===== src/rtl/queue_drain_ctrl_if.sv =====
// Interface between the queue-drain controller, the load/shift queue and the
// data-memory write port.
// master: the drain controller. slave: the queue producer/consumer side plus memory.
interface queue_drain_ctrl_if #(
  parameter int width = 32
);
  logic             q_load;
  logic [width-1:0] q_out;
  logic             q_shift;
  logic             hold;
  logic             mem_write;
  logic [width-1:0] mem_wdata;
  logic             mem_resp;
  logic             q_full;
  logic             drained;
  logic             drain_err;

  modport master (
    input  q_load, q_out, hold, mem_resp,
    output q_shift, mem_write, mem_wdata, q_full, drained, drain_err
  );

  modport slave (
    output q_load, q_out, hold, mem_resp,
    input  q_shift, mem_write, mem_wdata, q_full, drained, drain_err
  );
endinterface


===== src/rtl/queue_drain_ctrl.sv =====
// Consumer-side controller for the load/shift write-buffer queue.
// Tracks occupancy from producer load strobes, pops the head entry with a
// one-cycle shift pulse, captures the popped word and writes it to memory over
// a req/resp handshake, one entry in flight at a time. drained signals that all
// buffered stores have completed (used by fences).
// Optional feature: define DRAIN_TIMEOUT_EN to add a response timeout that
// discards the stuck entry and sets the sticky drain_err flag.
module queue_drain_ctrl #(
  parameter int width   = 32,
  parameter int entries = 4
`ifdef DRAIN_TIMEOUT_EN
  ,
  parameter int TIMEOUT = 64
`endif
) (
  input  logic                clk,
  input  logic                rst,
  queue_drain_ctrl_if.master  bus
);

  typedef enum logic [1:0] {
    IDLE = 2'd0,
    POP  = 2'd1,
    CAPT = 2'd2,
    REQ  = 2'd3
  } state_e;

  // Queue depth; the occupancy counter saturates at this value.
  localparam logic [entries:0] size = {1'b1, {entries{1'b0}}};

`ifdef DRAIN_TIMEOUT_EN
  localparam int tmo_w = $clog2(TIMEOUT + 1);
  // Value of the wait counter during the last REQ cycle before giving up.
  localparam logic [tmo_w-1:0] tmo_last = tmo_w'(TIMEOUT - 1);
`endif

  state_e           state_q,     state_d;
  logic [entries:0] count_q,     count_d;
  logic             q_shift_q,   q_shift_d;
  logic             mem_write_q, mem_write_d;
  logic [width-1:0] mem_wdata_q, mem_wdata_d;
`ifdef DRAIN_TIMEOUT_EN
  logic             drain_err_q, drain_err_d;
  logic [tmo_w-1:0] wait_cnt_q,  wait_cnt_d;
`endif

  // Occupancy: +1 per load, -1 per pop, unchanged when both coincide; a load
  // into a full queue is a producer error and is dropped.
  always_comb begin
    // NOTE: every always_comb output gets a default first so no path leaves
    // it unassigned, which would otherwise infer a latch.
    count_d = count_q;
    unique case ({bus.q_load, q_shift_q})
      2'b10:   if (count_q != size) count_d = count_q + 1'b1;
      2'b01:   count_d = count_q - 1'b1;
      default: count_d = count_q;
    endcase
  end

  // Next-state and registered-output logic for the pop/capture/request FSM.
  always_comb begin
    state_d     = state_q;
    q_shift_d   = 1'b0;
    mem_write_d = mem_write_q;
    mem_wdata_d = mem_wdata_q;
`ifdef DRAIN_TIMEOUT_EN
    drain_err_d = drain_err_q;
    wait_cnt_d  = wait_cnt_q;
`endif
    unique case (state_q)
      IDLE: begin
        // hold only gates the start of a new pop; a transfer already under
        // way always runs to completion.
        if ((count_q != '0) && !bus.hold) begin
          state_d   = POP;
          q_shift_d = 1'b1;
        end
      end
      POP: begin
        // The queue presents the popped head during the following cycle.
        state_d = CAPT;
      end
      CAPT: begin
        mem_wdata_d = bus.q_out;
        mem_write_d = 1'b1;
        state_d     = REQ;
`ifdef DRAIN_TIMEOUT_EN
        wait_cnt_d  = '0;
`endif
      end
      REQ: begin
        if (bus.mem_resp) begin
          mem_write_d = 1'b0;
          state_d     = IDLE;
`ifdef DRAIN_TIMEOUT_EN
        end else if (wait_cnt_q == tmo_last) begin
          // Give up on this entry; it is discarded and draining moves on.
          mem_write_d = 1'b0;
          drain_err_d = 1'b1;
          state_d     = IDLE;
        end else begin
          wait_cnt_d  = wait_cnt_q + 1'b1;
`endif
        end
      end
      default: state_d = IDLE;
    endcase
  end

  // State and output registers; reset abandons any in-flight entry.
  always_ff @(posedge clk or posedge rst) begin
    // NOTE: sequential state uses non-blocking assignments so every flop
    // samples pre-edge values regardless of statement order.
    if (rst) begin
      state_q     <= IDLE;
      count_q     <= '0;
      q_shift_q   <= 1'b0;
      mem_write_q <= 1'b0;
      mem_wdata_q <= '0;
`ifdef DRAIN_TIMEOUT_EN
      drain_err_q <= 1'b0;
      wait_cnt_q  <= '0;
`endif
    end else begin
      state_q     <= state_d;
      count_q     <= count_d;
      q_shift_q   <= q_shift_d;
      mem_write_q <= mem_write_d;
      mem_wdata_q <= mem_wdata_d;
`ifdef DRAIN_TIMEOUT_EN
      drain_err_q <= drain_err_d;
      wait_cnt_q  <= wait_cnt_d;
`endif
    end
  end

  assign bus.q_shift   = q_shift_q;
  assign bus.mem_write = mem_write_q;
  assign bus.mem_wdata = mem_wdata_q;
  assign bus.q_full    = (count_q == size);
  assign bus.drained   = (count_q == '0) && (state_q == IDLE);
`ifdef DRAIN_TIMEOUT_EN
  assign bus.drain_err = drain_err_q;
`else
  assign bus.drain_err = 1'b0;
`endif

endmodule


===== src/flat_wrapper.sv =====
// flat-port wrapper written by rule: the top's interface ports become plain ports
module queue_drain_ctrl_flat 
#(
  parameter int width   = 32,
  parameter int entries = 4

)
  (clk, rst, bus_q_load, bus_q_out, bus_hold, bus_mem_resp, bus_q_shift, bus_mem_write, bus_mem_wdata, bus_q_full, bus_drained, bus_drain_err);
  queue_drain_ctrl_if #(.width(width)) bus_i ();
  input  logic clk;
  input  logic rst;
  input wire logic [$bits(bus_i.q_load)-1:0] bus_q_load;
  input wire logic [$bits(bus_i.q_out)-1:0] bus_q_out;
  input wire logic [$bits(bus_i.hold)-1:0] bus_hold;
  input wire logic [$bits(bus_i.mem_resp)-1:0] bus_mem_resp;
  output wire logic [$bits(bus_i.q_shift)-1:0] bus_q_shift;
  output wire logic [$bits(bus_i.mem_write)-1:0] bus_mem_write;
  output wire logic [$bits(bus_i.mem_wdata)-1:0] bus_mem_wdata;
  output wire logic [$bits(bus_i.q_full)-1:0] bus_q_full;
  output wire logic [$bits(bus_i.drained)-1:0] bus_drained;
  output wire logic [$bits(bus_i.drain_err)-1:0] bus_drain_err;
  assign bus_i.q_load = bus_q_load;
  assign bus_i.q_out = bus_q_out;
  assign bus_i.hold = bus_hold;
  assign bus_i.mem_resp = bus_mem_resp;
  assign bus_q_shift = bus_i.q_shift;
  assign bus_mem_write = bus_i.mem_write;
  assign bus_mem_wdata = bus_i.mem_wdata;
  assign bus_q_full = bus_i.q_full;
  assign bus_drained = bus_i.drained;
  assign bus_drain_err = bus_i.drain_err;
  queue_drain_ctrl #(.width(width), .entries(entries)) u_core (.clk(clk), .rst(rst), .bus(bus_i));
endmodule

===== config.mk =====
export PLATFORM = sky130hd
export DESIGN_NAME = queue_drain_ctrl_flat
export DESIGN_NICKNAME = d
export VERILOG_FILES = /design/src/rtl/queue_drain_ctrl_if.sv /design/src/rtl/queue_drain_ctrl.sv /design/src/flat_wrapper.sv
export SDC_FILE = /design/constraint.sdc
export NUM_CORES = 1
export LEC_CHECK = 0
export ABC_AREA = 1
export BUFFER_PORTS_ARGS = -buffer_cell sky130_fd_sc_hd__buf_2
export CORE_ASPECT_RATIO = 0.8
export CORE_MARGIN = 2
export CORE_UTILIZATION = 48
export DETAILED_ROUTE_END_ITERATION = 12
export HOLD_SLACK_MARGIN = 0.1
export PLACE_DENSITY = 0.79
export SLEW_MARGIN = 20
export SYNTH_ARGS = -nofsm -noshare
export SYNTH_HDL_FRONTEND = slang
export SYNTH_SLANG_ARGS = --single-unit

===== constraint.sdc =====
create_clock -name clk -period 1.6 [get_ports clk]
set_input_delay 0.32 -clock clk [delete_from_list [all_inputs] [get_ports clk]]
set_output_delay 0.32 -clock clk [all_outputs]
set_load 0.02 [all_outputs]

# [After elaboration in Yosys (flattened, before gate mapping)]
# Index checks and enable logic that the tools add are counted.
[word_totals] word_cells=37 out_inout_bits=37 ff_bits=41 in_bits=37
[op_classes] addsub=2 muxes=9 n_eq_ne=10 n_reduce_logical=11
[op_table] op="$pmux 5 s2" count=1
[op_table] op="$pmux 2 s4" count=1
[op_table] op="$eq 2x2->1 const B" count=3
[op_table] op="$reduce_and 2->1" count=3
[op_table] op="$add 5x1->5 const B" count=1
[op_table] op="$eq 5x5->1 const B" count=1
[op_table] op="$logic_not 5->1" count=1
[op_table] op="$mux 5" count=1
[op_table] op="$ne 5x5->1 const B" count=1
[op_table] op="$reduce_bool 5->1" count=1
[op_table] op="$sub 5x1->5 const B" count=1
[op_table] op="$eq 2x1->1 const B" count=2
[op_table] op="$mux 2" count=2
[op_table] op="$ne 2x1->1 const B" count=2
[op_table] op="$reduce_bool 2->1" count=2
[op_table] op="$mux 1" count=3
[op_table] op="$logic_and 1x1->1" count=2
[op_table] op="$logic_not 2->1" count=1
[op_table] op="$ne 2x2->1 const B" count=1
[op_table] op="$pmux 1 s2" count=1
[op_table] op="$logic_not 1->1" count=1

# [Longest topological paths before layout]
[depth] word_depth=4 depth_mapped=14

# [Worst setup path before layout]
# Ideal clock, no wire load.
[synth_timing] kind="register to register" startpoint="register u_core.q_shift_q, in the netlist u_core.bus.q_shift" endpoint="register u_core.count_q[4]" stages_incl_launch_ff=13 synth_period_minus_slack_ns=1.508 n_path_buf=0 setup_slack_ns=0.092 required_time_ns=1.483 t_arrival_ns=1.391 cell_sequence="dfrtp_1 > nand3_1 > nand2_1 > inv_2 > ha_1 > inv_1 > nand2_2 > nand3_2 > nand2_1 > nand2_1 > nand2_1 > nand2_1 > nand2_1"
[synth_via] elab_chain_len=3 elab_cells_between_ends=6
[synth_lines] item="start, declared" line="queue_drain_ctrl.sv:39" text="logic q_shift_q, q_shift_d;"
[synth_lines] item="start signal, assigned" line="queue_drain_ctrl.sv:127" text="q_shift_q <= q_shift_d;"
[synth_lines] item="$eq 2x2->1 / $eq 2x1->1 (equally long branches)" line="queue_drain_ctrl.sv:53" text="unique case ({bus.q_load, q_shift_q})"
[synth_lines] item="$ne 2x1->1 (no line) / $reduce_bool 2->1 (equally long branches)"
[synth_lines] item="$reduce_and 2->1 (no line)"
[synth_lines] item="end signal, assigned" line="queue_drain_ctrl.sv:126" text="count_q <= count_d;"
[synth_lines] item="end, declared" line="queue_drain_ctrl.sv:38" text="logic [entries:0] count_q, count_d;"
# Parallel ways exist; a longest one is shown, timed or not.
# A chain may end at the register's enable or synchronous reset.

# [Worst setup path after layout]
[layout_timing] startpoint="register u_core.state_q[0]" endpoint="output port bus_drained"
[layout_via] elab_chain_len=2
[layout_lines] item="start, declared" line="queue_drain_ctrl.sv:37" text="state_e state_q, state_d;"
[layout_lines] item="start signal, assigned" line="queue_drain_ctrl.sv:125" text="state_q <= state_d;"
[layout_lines] item="$logic_not 2->1" line="queue_drain_ctrl.sv:141" text="assign bus.drained = (count_q == '0) && (state_q == IDLE);"
[layout_lines] item="$logic_and 1x1->1" line="queue_drain_ctrl.sv:141"
[layout_lines] item="end, declared" line="flat_wrapper.sv:20" text="output wire logic [$bits(bus_i.drained)-1:0] bus_drained;"
# No other way between the ends.

==> flow_metrics.tcl <==
set metrics [dict create \
    cp-endpoint "bus_drained" \
    met1_usage 0.222 \
    synth_nets 200 \
    cp_num_cells 5 \
    fp.dieH_um 59.4 \
    yosysTopAreaCellShare 0.557 \
    powerDensity_nw_per_um2 2160 \
    synthCells 158 \
    synth.ff_latch_count 41 \
    path_delay_family "flip-flops" \
    antenna_left 0 \
    die_area_um2 4350 \
    r2r_cells 13 \
    fin_crit_sh 0.975 \
    synth_top_cell_by_area "dfrtp_1" \
    ys_warn_count 0 \
    r2r-start "u_core.bus.q_shift" \
    grt_pass1_vias 1364 \
    initial_core_util 0.494 \
    period_needed_ps 1560 \
    placed_area_um2 2290 \
    critPathMaxStageDelay_ps 390 \
    firstDrtPassIters 4 \
    htreeDepth 2 \
    arrival_ps 1240 \
    post_drt_via_cell_ratio 4.80 \
    final_area_um2 2440 \
    vias 1387 \
    seq_area_frac_synth 0.557 \
    hpwl_um 2700 \
    area_growth_pct 32.3 \
    coreArea_um2 3730 \
    grt_pass1_wl_um 6020 \
    skew_ps 7.57 \
    fmax_ghz 0.641 \
    cts_root_buffer "clkbuf_8" \
    cp-start-kind "flop" \
    wl_per_cell_um 12.6 \
    antenna_found_initial 0 \
    grt_overflow 0 \
    startpoint "u_core.state_q[0]" \
    grt_use_met3 0.0850 \
    port_buffers 72 \
    num_rows 20 \
    worstPathMaxFanout 3 \
    worst-path-buf-inv 3 \
    crit_required_ps 1280 \
    ios 74 \
    ir_drop_v 0.00138 \
    drv_slew 0 \
    use_met2 0.317 \
    cp_slowest_cell "dfrtp_1" \
    synth_cell_types 20 \
    grt.total_usage 0.189 \
    swShare 0.408 \
    clock-sinks 41 \
    worstHoldPathType "in -> reg" \
    switchingPower_w 0.00215 \
    busiest_layer "met2" \
    drt-initial-drc-count 54 \
    wl_um 3650 \
    pwr-share-comb 0.526 \
    finalHoldViolations 0 \
    numCtsBuffers 5 \
    num-nets-final 286 \
    syn_area_um2 1840 \
    worstPathCellList "inv_2 > ha_1 > inv_1 > nor2_1 > buf_4" \
    synth_area_leaders "dfrtp_1 (56%), mux2_2 (20%), nand2_1 (4.1%)" \
    cts.reportedPaths.clkPinSlew_ps 70 \
    layout-drive-gt1-share 0.559 \
    critPathKind "reg -> out" \
    clockBufferDepth 2 \
    grt_max_degree 36 \
    fp.dieW_um 73.3 \
    place_congestion 0.884 \
    setup_viol 0 \
    setup_tns_ps 0 \
    num_antenna_cells 0 \
    drv_cap 0 \
    drcViolationCount 0 \
    outcome "finished clean" \
    intPower_w 0.00312 \
    grt_setup_unrepaired "true" \
    r2r_end "u_core.count_q[4]" \
    syn-mean-instance-area_um2 11.7 \
    pwr-share-seq 0.352 \
    rrSetupSlack_ps 150 \
    clock_latency_ps 290 \
    p_leak_nw 1.28 \
    cts_tree "done" \
    clkPwrFrac 0.122 \
    crit_path_end_kind "primary output" \
]
-- logic make-up (layout without fill, tap and decap cells) --
group / count (synthesis) / after routing / share of synthesized area
flops: 41 / 41 / 0.557
fa+ha+maj: 5 / 5 / 0.0339
buf+inv: 25 / 112 / 0.0557
simple gates: 41 / 41 / 0.113
xor+xnor: 3 / 3 / 0.0143
other cells: 1 / 1 / 0.00203
compound gates: 10 / 10 / 0.0292
mux: 32 / 32 / 0.196
-- worst reg2reg max path, cell delays in order, from the launching register on --
cell and delay [ps]:
dfrtp_2 450, nand2_4 120, nand2_2 50, nand2_1 60
inv_2 40, ha_1 170, inv_1 60, nand2_2 60
nand3_2 80, nand2_1 50, nand2_1 60, nand2_1 40
nand2_1 50, nand2_1 50
-- flip-flops by register name, indices dropped and copies added (netlist names) --
| name | flops |
|---|---|
| u_core.bus.mem_write | 1 |
| u_core.bus.q_shift | 1 |
| u_core.count_q | 5 |
| u_core.bus.mem_wdata | 32 |
| u_core.state_q | 2 |
-- per-stage QoR --
step / instances / power, W / util / hold WS, ps / setup WS [ps]
floorplan: 158 / 0.00372 / - / 427 / 92.2
global placement: 273 / 0.00445 / 0.613 / 279 / 101
finish: 289 / 0.00528 / 0.654 / 249 / 39.3
global route: 289 / 0.00568 / 0.654 / 230 / -42.1
CTS: 288 / 0.00532 / 0.651 / 233 / 2.32
detailed placement: 273 / 0.00453 / 0.613 / 287 / 38.6
-- worst min-delay path by stage --
stage / start / to / slack [ps] / depth (start not counted)
after floorplan: bus_mem_resp / u_core.bus.mem_write / 430 / 1
after global placement: rst / u_core.bus.mem_wdata[2] / 280 / 2
after detailed placement: rst / u_core.bus.mem_wdata[27] / 290 / 2
final: bus_mem_resp / u_core.bus.mem_write / 250 / 2
after global routing: bus_mem_resp / u_core.bus.mem_write / 230 / 2
after CTS: bus_mem_resp / u_core.bus.mem_write / 230 / 2
-- synth_stat cells (all sizes together) --
cell type and number:
nand3 9, ha 5, inv 20, mux2 32, nand2 25, dfrtp 41, conb 1, nor2 6
o21ai 10, nand4 1, xor2 3, buf 5
-- cell type report --
type / instances / area, um2
Timing Repair Buffer: 84 / 480
Fill cell: 290 / 1290
Sequential cell: 41 / 1030
Multi-Input combinational cell: 92 / 717
Inverter: 20 / 75.1
Tap cell: 44 / 55.1
Clock inverter: 1 / 7.51
Clock buffer: 7 / 76.3
-- power groups by stage --
stage | Clock [W] | Sequential [W] | Combinational, W
after detailed placement | 0 | 0.00189 | 0.00264
after global placement | 0 | 0.00188 | 0.00257
after floorplan | 0 | 0.00241 | 0.00131
after global routing | 0.000723 | 0.00193 | 0.00303
after CTS | 0.000675 | 0.00186 | 0.00279
final | 0.000643 | 0.00186 | 0.00278
-- cells in the final DEF, fill, tap and decap left out --
cell           instances
buf_2                 71
dfrtp_1               40
mux2_2                32
nand2_1               19
inv_1                 16
buf_4                 10
o21ai_0                6
nand3_1                6
nor2_1                 5
ha_1                   5
clkbuf_8               5
inv_2                  4
nand2_2                4
nand3_2                3
xor2_1                 3
o21ai_1                3
nand2_4                2
clkbuf_1               2
buf_12                 2
nor2_2                 1
o21ai_2                1
nand4_1                1
conb_1                 1
clkinvlp_4             1
dlygate4sd3_1          1
dfrtp_2                1
-- routing by layer --
layer / vias up / routed length [um] / share of wire
met4: 0 / 10 / 0.0027
met1: 662 / 1550 / 0.43
met3: 2 / 223 / 0.061
met2: 37 / 1860 / 0.51
met5: - / 0 / 0
li1: 686 / - / -
-- timing repair --
action / CTS / global route
hold buffers: 1 / 0
endpoints found under the hold margin: 6 / 0
pin swaps: 2 / 2
setup endpoints to repair: 1 / 2
setup buffers: 6 / 1
gates cloned: 0 / 0
gates resized for setup: 2 / 4
Note: power is estimated with default switching activity, not from simulation.
